==> src/rtl/irom_loader.sv <==
// irom_loader: streams a program image into the instruction ROM and then
// releases the core for execution.
//
// Ports:
//   clk, rst                  - clock and asynchronous active-high reset
//   start, load_len           - load request and the word count to load
//   in_valid, in_data, in_ready - word stream handshake
//   IROM_write_en/addr/wdata  - IROM write port
//   IROM_read_en              - instruction fetch enable
//   setup, PC_is_stall        - hold the control unit and the PC during a load
//   PC_is_writing_first_addr  - one-cycle command to load first_addr into the PC
//   first_addr                - boot address, always BOOT_ADDR
//   done, err                 - execution-release pulse / rejected-start pulse
module irom_loader #(
    parameter int unsigned ADDR_W    = 10,
    parameter int unsigned DEPTH     = 1024,
    parameter logic [31:0] BOOT_ADDR = 32'h0000_0000
) (
    input  logic              clk,
    input  logic              rst,
    input  logic              start,
    input  logic [ADDR_W:0]   load_len,
    input  logic              in_valid,
    input  logic [31:0]       in_data,
    output logic              in_ready,
    output logic              IROM_write_en,
    output logic [ADDR_W-1:0] IROM_addr,
    output logic [31:0]       IROM_wdata,
    output logic              IROM_read_en,
    output logic              setup,
    output logic              PC_is_stall,
    output logic              PC_is_writing_first_addr,
    output logic [31:0]       first_addr,
    output logic              done,
    output logic              err
);

    localparam int unsigned LEN_W = ADDR_W + 1;

    typedef enum logic [2:0] {
        S_IDLE,
        S_LOAD,
        S_DRAIN,
        S_FIRST,
        S_RUN
    } state_t;

    state_t             state;
    logic [LEN_W-1:0]   len_q;
    logic [LEN_W-1:0]   cnt;

    logic len_ok_c;
    logic xfer_c;
    logic last_c;

    assign first_addr = BOOT_ADDR;

    // A start is accepted only for 1..DEPTH words.
    assign len_ok_c = (load_len != '0) && (load_len <= LEN_W'(DEPTH));
    assign xfer_c   = (state == S_LOAD) && in_valid && in_ready;
    assign last_c   = (cnt == (len_q - LEN_W'(1)));

    // Loader state machine with registered outputs.
    always_ff @(posedge clk or posedge rst) begin
        if (rst) begin
            state                    <= S_IDLE;
            len_q                    <= '0;
            cnt                      <= '0;
            in_ready                 <= 1'b0;
            IROM_write_en            <= 1'b0;
            IROM_addr                <= '0;
            IROM_wdata               <= '0;
            IROM_read_en             <= 1'b0;
            setup                    <= 1'b1;
            PC_is_stall              <= 1'b1;
            PC_is_writing_first_addr <= 1'b0;
            done                     <= 1'b0;
            err                      <= 1'b0;
        end else begin
            // Strobes default low; each is raised for exactly one cycle.
            IROM_write_en <= 1'b0;
            done          <= 1'b0;
            err           <= 1'b0;

            case (state)
                S_IDLE: begin
                    if (start) begin
                        if (len_ok_c) begin
                            len_q    <= load_len;
                            cnt      <= '0;
                            in_ready <= 1'b1;
                            state    <= S_LOAD;
                        end else begin
                            err <= 1'b1;
                        end
                    end
                end

                S_LOAD: begin
                    // The accepted word is written on the following cycle.
                    if (xfer_c) begin
                        IROM_write_en <= 1'b1;
                        IROM_addr     <= cnt[ADDR_W-1:0];
                        IROM_wdata    <= in_data;
                        cnt           <= cnt + LEN_W'(1);
                        if (last_c) begin
                            in_ready <= 1'b0;
                            state    <= S_DRAIN;
                        end
                    end
                end

                S_DRAIN: begin
                    // Last write is on the IROM port this cycle.
                    PC_is_writing_first_addr <= 1'b1;
                    state                    <= S_FIRST;
                end

                S_FIRST: begin
                    PC_is_writing_first_addr <= 1'b0;
                    setup                    <= 1'b0;
                    PC_is_stall              <= 1'b0;
                    IROM_read_en             <= 1'b1;
                    done                     <= 1'b1;
                    state                    <= S_RUN;
                end

                S_RUN: begin
                    if (start) begin
                        if (len_ok_c) begin
                            // Fetch is shut off before any reload write lands.
                            len_q        <= load_len;
                            cnt          <= '0;
                            in_ready     <= 1'b1;
                            setup        <= 1'b1;
                            PC_is_stall  <= 1'b1;
                            IROM_read_en <= 1'b0;
                            state        <= S_LOAD;
                        end else begin
                            err <= 1'b1;
                        end
                    end
                end

                default: begin
                    state <= S_IDLE;
                end
            endcase
        end
    end

endmodule

==> config.mk <==
export PLATFORM = sky130hd
export DESIGN_NAME = irom_loader
export DESIGN_NICKNAME = d
export VERILOG_FILES = /design/src/rtl/irom_loader.sv
export SDC_FILE = /design/constraint.sdc
export NUM_CORES = 1
export LEC_CHECK = 0
export CAP_MARGIN = 20
export CORE_UTILIZATION = 40
export CTS_BUF_LIST = sky130_fd_sc_hd__clkbuf_8
export CTS_CLUSTER_SIZE = 28
export DETAILED_ROUTE_END_ITERATION = 8
export GPL_TIMING_DRIVEN = 1
export PLACE_DENSITY = 0.74
export SYNTH_ARGS = -nofsm -noshare
export SYNTH_HDL_FRONTEND = slang
export SYNTH_SLANG_ARGS = --single-unit
==> constraint.sdc <==
create_clock -name clk -period 5.8 [get_ports clk]
set_input_delay 1.74 -clock clk [delete_from_list [all_inputs] [get_ports clk]]
set_output_delay 1.74 -clock clk [all_outputs]
set_load 0.05 [all_outputs]
# [After elaboration in Yosys (flattened, before gate mapping)]
# Cells that the tools add are included.
[word_totals] ff_bits=74 latchBits=0 mem_bits_rw=0 mem_bits_ro=0 in_bits=47 wordCells=66 n_memories=0
[op_classes] addsub=2 mul=0 div_mod_pow=0 n_lt_le_gt_ge=1 n_eq_ne=11 n_shift=0 muxes=25 bitwise=0 reduce_logical=15
[ops] operator="11-bit 2-to-1 mux" n=3
[ops] operator="11-bit one-hot mux with 2 select lines" n=1
[ops] operator="1-bit 2-to-1 mux" n=12
[ops] operator="3-bit 2-to-1 mux" n=4
[ops] operator="3-bit one-hot mux with 4 select lines" n=1
[ops] operator="11-bit by 1-bit adder with 11-bit output, second input constant" n=1
[ops] operator="11-bit equality test" n=1
[ops] operator="11-bit <= comparator, second input constant" n=1
[ops] operator="11-bit nonzero test" n=1
[ops] operator="11-bit by 1-bit subtractor with 11-bit output, second input constant" n=1
[ops] operator="2-bit != test, second input constant" n=4
[ops] operator="1-bit one-hot mux with 2 select lines" n=4
[ops] operator="4-bit AND reduction" n=2
[ops] operator="3-bit by 2-bit equality test with 1-bit output, second input constant" n=2
[ops] operator="3-bit AND reduction" n=2
[ops] operator="2-bit nonzero test" n=3
[ops] operator="5-bit AND reduction" n=1
[ops] operator="2-bit by 1-bit != test with 1-bit output, second input constant" n=2
[ops] operator="3-bit by 1-bit equality test with 1-bit output, second input constant" n=1
[ops] operator="3-bit equality test, second input constant" n=1
[ops] operator="1-bit logical AND" n=3
[ops] operator="3-bit logical NOT" n=1
[ops] operator="2-bit AND reduction" n=1
[ops] operator="2-bit OR reduction" n=1

# [Depth between registers and ports, before layout]
[depth] depth_word=5 ltp_mapped=8 mapped_depth_nobuf=8

# [Worst setup path before layout]
# No wires, ideal clock.
[synth_timing] path_kind="input-to-reg" from="input load_len[0]" to="register len_q[7]" arrival_time_ps=3622 slack_ps=2050 cell_stages=7 n_path_buf=2 path_cell_list="or4_4 nor4_4 xnor2_1 and3_1 buf_2 buf_2 mux2_1"
[synth_via] elab_chain_len=3
[synth_rtl] item="start: declaration" line_no="22" text="input logic [ADDR_W:0] load_len,"
[synth_rtl] item="11-bit <= comparator / 11-bit nonzero test (equally long branches)" line_no="59" text="assign len_ok_c = (load_len != '0) && (load_len <= LEN_W'(DEPTH));"
[synth_rtl] item="1-bit logical AND (*)" line_no="59"
[synth_rtl] item="3-bit AND reduction (no source line) (*)"
[synth_rtl] item="end signal: assignment" line_no="89" text="len_q <= load_len;"
[synth_rtl] item="end signal: assignment" line_no="132" text="len_q <= load_len;"
[synth_rtl] item="end: declaration" line_no="49" text="logic [LEN_W-1:0] len_q;"
# Every way passes the cells marked *; elsewhere a longest branch is shown, timed or not.
# A chain may end at the register's enable or synchronous reset.

# [Worst setup path in the final report]
[layout_timing] from="input load_len[0]" to="register len_q[2]"
# The elaborated chain is that of the path after synthesis.

==> results.md <==
- Gr usage total: 17.44%
- Worst Hold Class: flip-flop to flip-flop
- Yosys cell types: 44
- Placed insts: roughly 500
- Clk sink count: 74
- Hold Vio Cnt, Final: 0
- H-tree lvl count: 3
- Final ANT Viol Nets: 0
- Leakage: 2.158 nW
- Initial detailed-routing violation count: 80
- Synth top area share: about half
- Area delta synth->final: 31.09%
- # Post-CTS Setup Buffers: 0
- Worst slew margin relative to its limit: 38.98%
- # hold bufs at CTS: 0
- Reg-to-reg slack, setup: 3.14 ns
- ANT cells: 0
- Max-cap viol count: 0
- Synthesized area: ~3700 µm²
- Switching Fraction: 27.85%
- Die width: 97.59 µm
- Flop pwr share: 53.4%
- DPL Wire Length: 5714 µm
- Worst-skew pair later-pin latency: 0.35 ns
- Fin cells: 526
- Clk Tree Root Cell: clkbuf_8
- Detailed Route WL: 7811 µm
- Worst slack, placed: 1.183 ns
- Period minus WS final: between 4 and 5 ns
- Fin crit share: 72.77%
- Initial antenna violation count: 0
- CTS tree: done
- Routed vias: 2641
- Number of buffers created by CTS: 9
- Io pins: 129
- Final Skew: 0.01248 ns
- NetSw: 0.2737 mW
- Via density: 5.021
- Full die area: 9523 µm²
- Worst vdd ir: 0.0001197 V
- Core area: between 8000 and 9000 µm²
- Mapped Cells: 316
- Die height: 97.59 µm
- Gr ovfl total: 0
- Yosys reg bits: 74
- Routability cong.: 0.7749
- Port buffer count: 96
- Most used DFF post-synth: dfrtp_1
- Clk network pwr share: 35.9%
- DRC Markers: 0
- Final setup vio count: 0
- Layout Nets: approximately 460
- Crit Path Category: input pin to flip-flop
- Least-Margin Pin Slew: 0.9131 ns
- Asr flop ratio synth: 100.0%
- Post-synthesis sequential area ratio: 50.70%
- Clk buf depth: 2
- First-pass GRT wire length: 13120 µm
- RSZ-0062 raised after global routing: false
- Synth top area cells: dfrtp_1 50%, mux2_2 14%, buf_4 6.8%
- Vias in the first global route: 2722
- Worst-path clk slew: 0.09 ns
- Crit end category: flip-flop
- Row count: 34
- CTS resizes: 0
- Final setup margin: 1.579 ns
- Fmax: 236.9 MHz
- Largest net degree at the start of global routing: 48
- Final Util: 54.67%
- Setup tns final: 0 ns
- Initial core utilization: between 40% and 50%
- Comb pwr share: 10.6%
- Result of the run: complete, no violations
- Average size of a mapped cell: 11.57 µm²
- Dominant cell type by area after synthesis: dfrtp_1
- Worst Setup Start Kind: input pin
- Pint: 0.7093 mW
- First drt pass iteration count: 5
- Data arrival, critical path: 4.46 ns
- Worst EP required: 6.04 ns
- PwrDens: around 210 nW/µm²
- Critical Path Fanout Max: 14
- DR WL/cell: about 15 µm
- YS warnings: 0
- Share of cells above drive strength 1: 18.42%
- Post-synth EDFFs: 0
- Slew Viols, Final: 0
path summary, 6_finish.rpt:
| check | from | endpoint | depth (start not counted) |
|---|---|---|---|
| max reg2reg | len_q[0] | state[1] | 6 |
| min reg2reg | IROM_addr[5] | IROM_addr[5] | 1 |
| min | IROM_addr[5] | IROM_addr[5] | 1 |
| max in group asynchronous | rst | IROM_wdata[16] | 4 |
| min in group asynchronous | rst | IROM_wdata[25] | 2 |
| max | load_len[0] | len_q[2] | 7 |
sequential cells by signal, summed over array words and instances, names as in the netlist:
register                  count
state                         3
len_q                        11
done                          1
IROM_wdata                   32
err                           1
IROM_read_en                  1
IROM_write_en                 1
PC_is_writing_first_addr      1
PC_is_stall                   1
in_ready                      1
IROM_addr                    10
cnt                          11
worst max-delay path, stage by stage:
cell	delay, ns
clkdlybuf4s50_1	0.43
or4_4	0.55
nor4_4	0.37
xnor2_1	0.20
and3_1	0.51
buf_4	0.29
mux2_2	0.35
power groups by stage:
stage | clock network (mW) | registers [mW] | logic, mW
final | 0.353 | 0.525 | 0.105
after global routing | 0.388 | 0.526 | 0.113
after CTS | 0.367 | 0.525 | 0.104
after detailed placement | 0 | 0.535 | 0.103
after global placement | 0 | 0.535 | 0.102
after floorplan | 0 | 0.532 | 0.0834
Yosys cell counts (2+ instances only):
master,number
o21ai_1,4
clkbuf_1,8
nand3b_1,3
inv_1,13
a211oi_1,4
buf_4,33
nand2_1,12
a2111oi_0,2
nor3b_1,2
nor2b_1,2
nand4_1,2
or4_1,3
xnor2_1,17
a2111oi_2,5
and2_1,4
a21oi_1,7
nand2b_1,2
xor2_1,3
ha_1,2
nor2_1,23
nand3_1,4
o21ai_0,8
a31o_1,2
mux2_2,46
nor3_1,2
and3_1,4
nor4_1,3
mux2_1,4
buf_2,3
a31oi_1,3
dfrtp_1,73
metrics by stage:
step	hold slack (ns)	area [µm²]	total power [mW]
floorplan	0.5052	3771	0.6154
global placement	0.4838	4601	0.6369
detailed placement	0.4945	4601	0.6386
CTS	0.5130	4771	0.9953
global route	0.5234	4791	1.027
finish	0.5077	4791	0.9830
layer usage:
metal	up-vias	track usage [%]	part of all wire, %
met5	-	0	0
met4	0	5.430	1.1
met3	7	8.489	10
met2	120	27.76	46
met1	1288	20.71	42
li1	1226	-	-
cells in the final DEF, fill, tap and decap left out, types with 4 or more instances in the layout:
master           Yosys  final
nor2_1              23     22
nand3_1              4      4
a211oi_1             4      4
a21oi_1              7      7
mux2_2              46     46
mux2_1               4      4
clkdlybuf4s50_1      0     96
o21ai_1              4      4
xnor2_1             17     17
clkbuf_8             0      9
dfrtp_1             73     73
a2111oi_2            5      5
and3_1               4      4
o21ai_0              8      8
and2_1               4      4
conb_1               1     32
nand2_1             12     12
inv_1               13     13
layout make-up:
cell class | count | area, µm²
Fill cell | 745 | 3973
Sequential cell | 74 | 1853
Multi-Input combinational cell | 215 | 1580
Timing Repair Buffer | 100 | 1003
Tap cell | 108 | 135.1
Clock buffer | 9 | 123.9
Inverter | 13 | 48.80
Clock inverter | 7 | 46.29
kinds of logic (layout without fill, tap and decap cells):
group,after synthesis,after routing,synth area share (%)
AO/OA/AOI/OAI,40,40,8.114
XOR/XNOR,20,20,4.793
adder cells (fa/ha/maj),2,2,0.6846
buffers and inverters,58,129,9.449
flip-flops,74,74,50.70
multiplexers,52,52,16.06
other,1,32,0.1026
AND/OR/NAND/NOR,69,69,10.10
(Power assumes the default switching activity.)
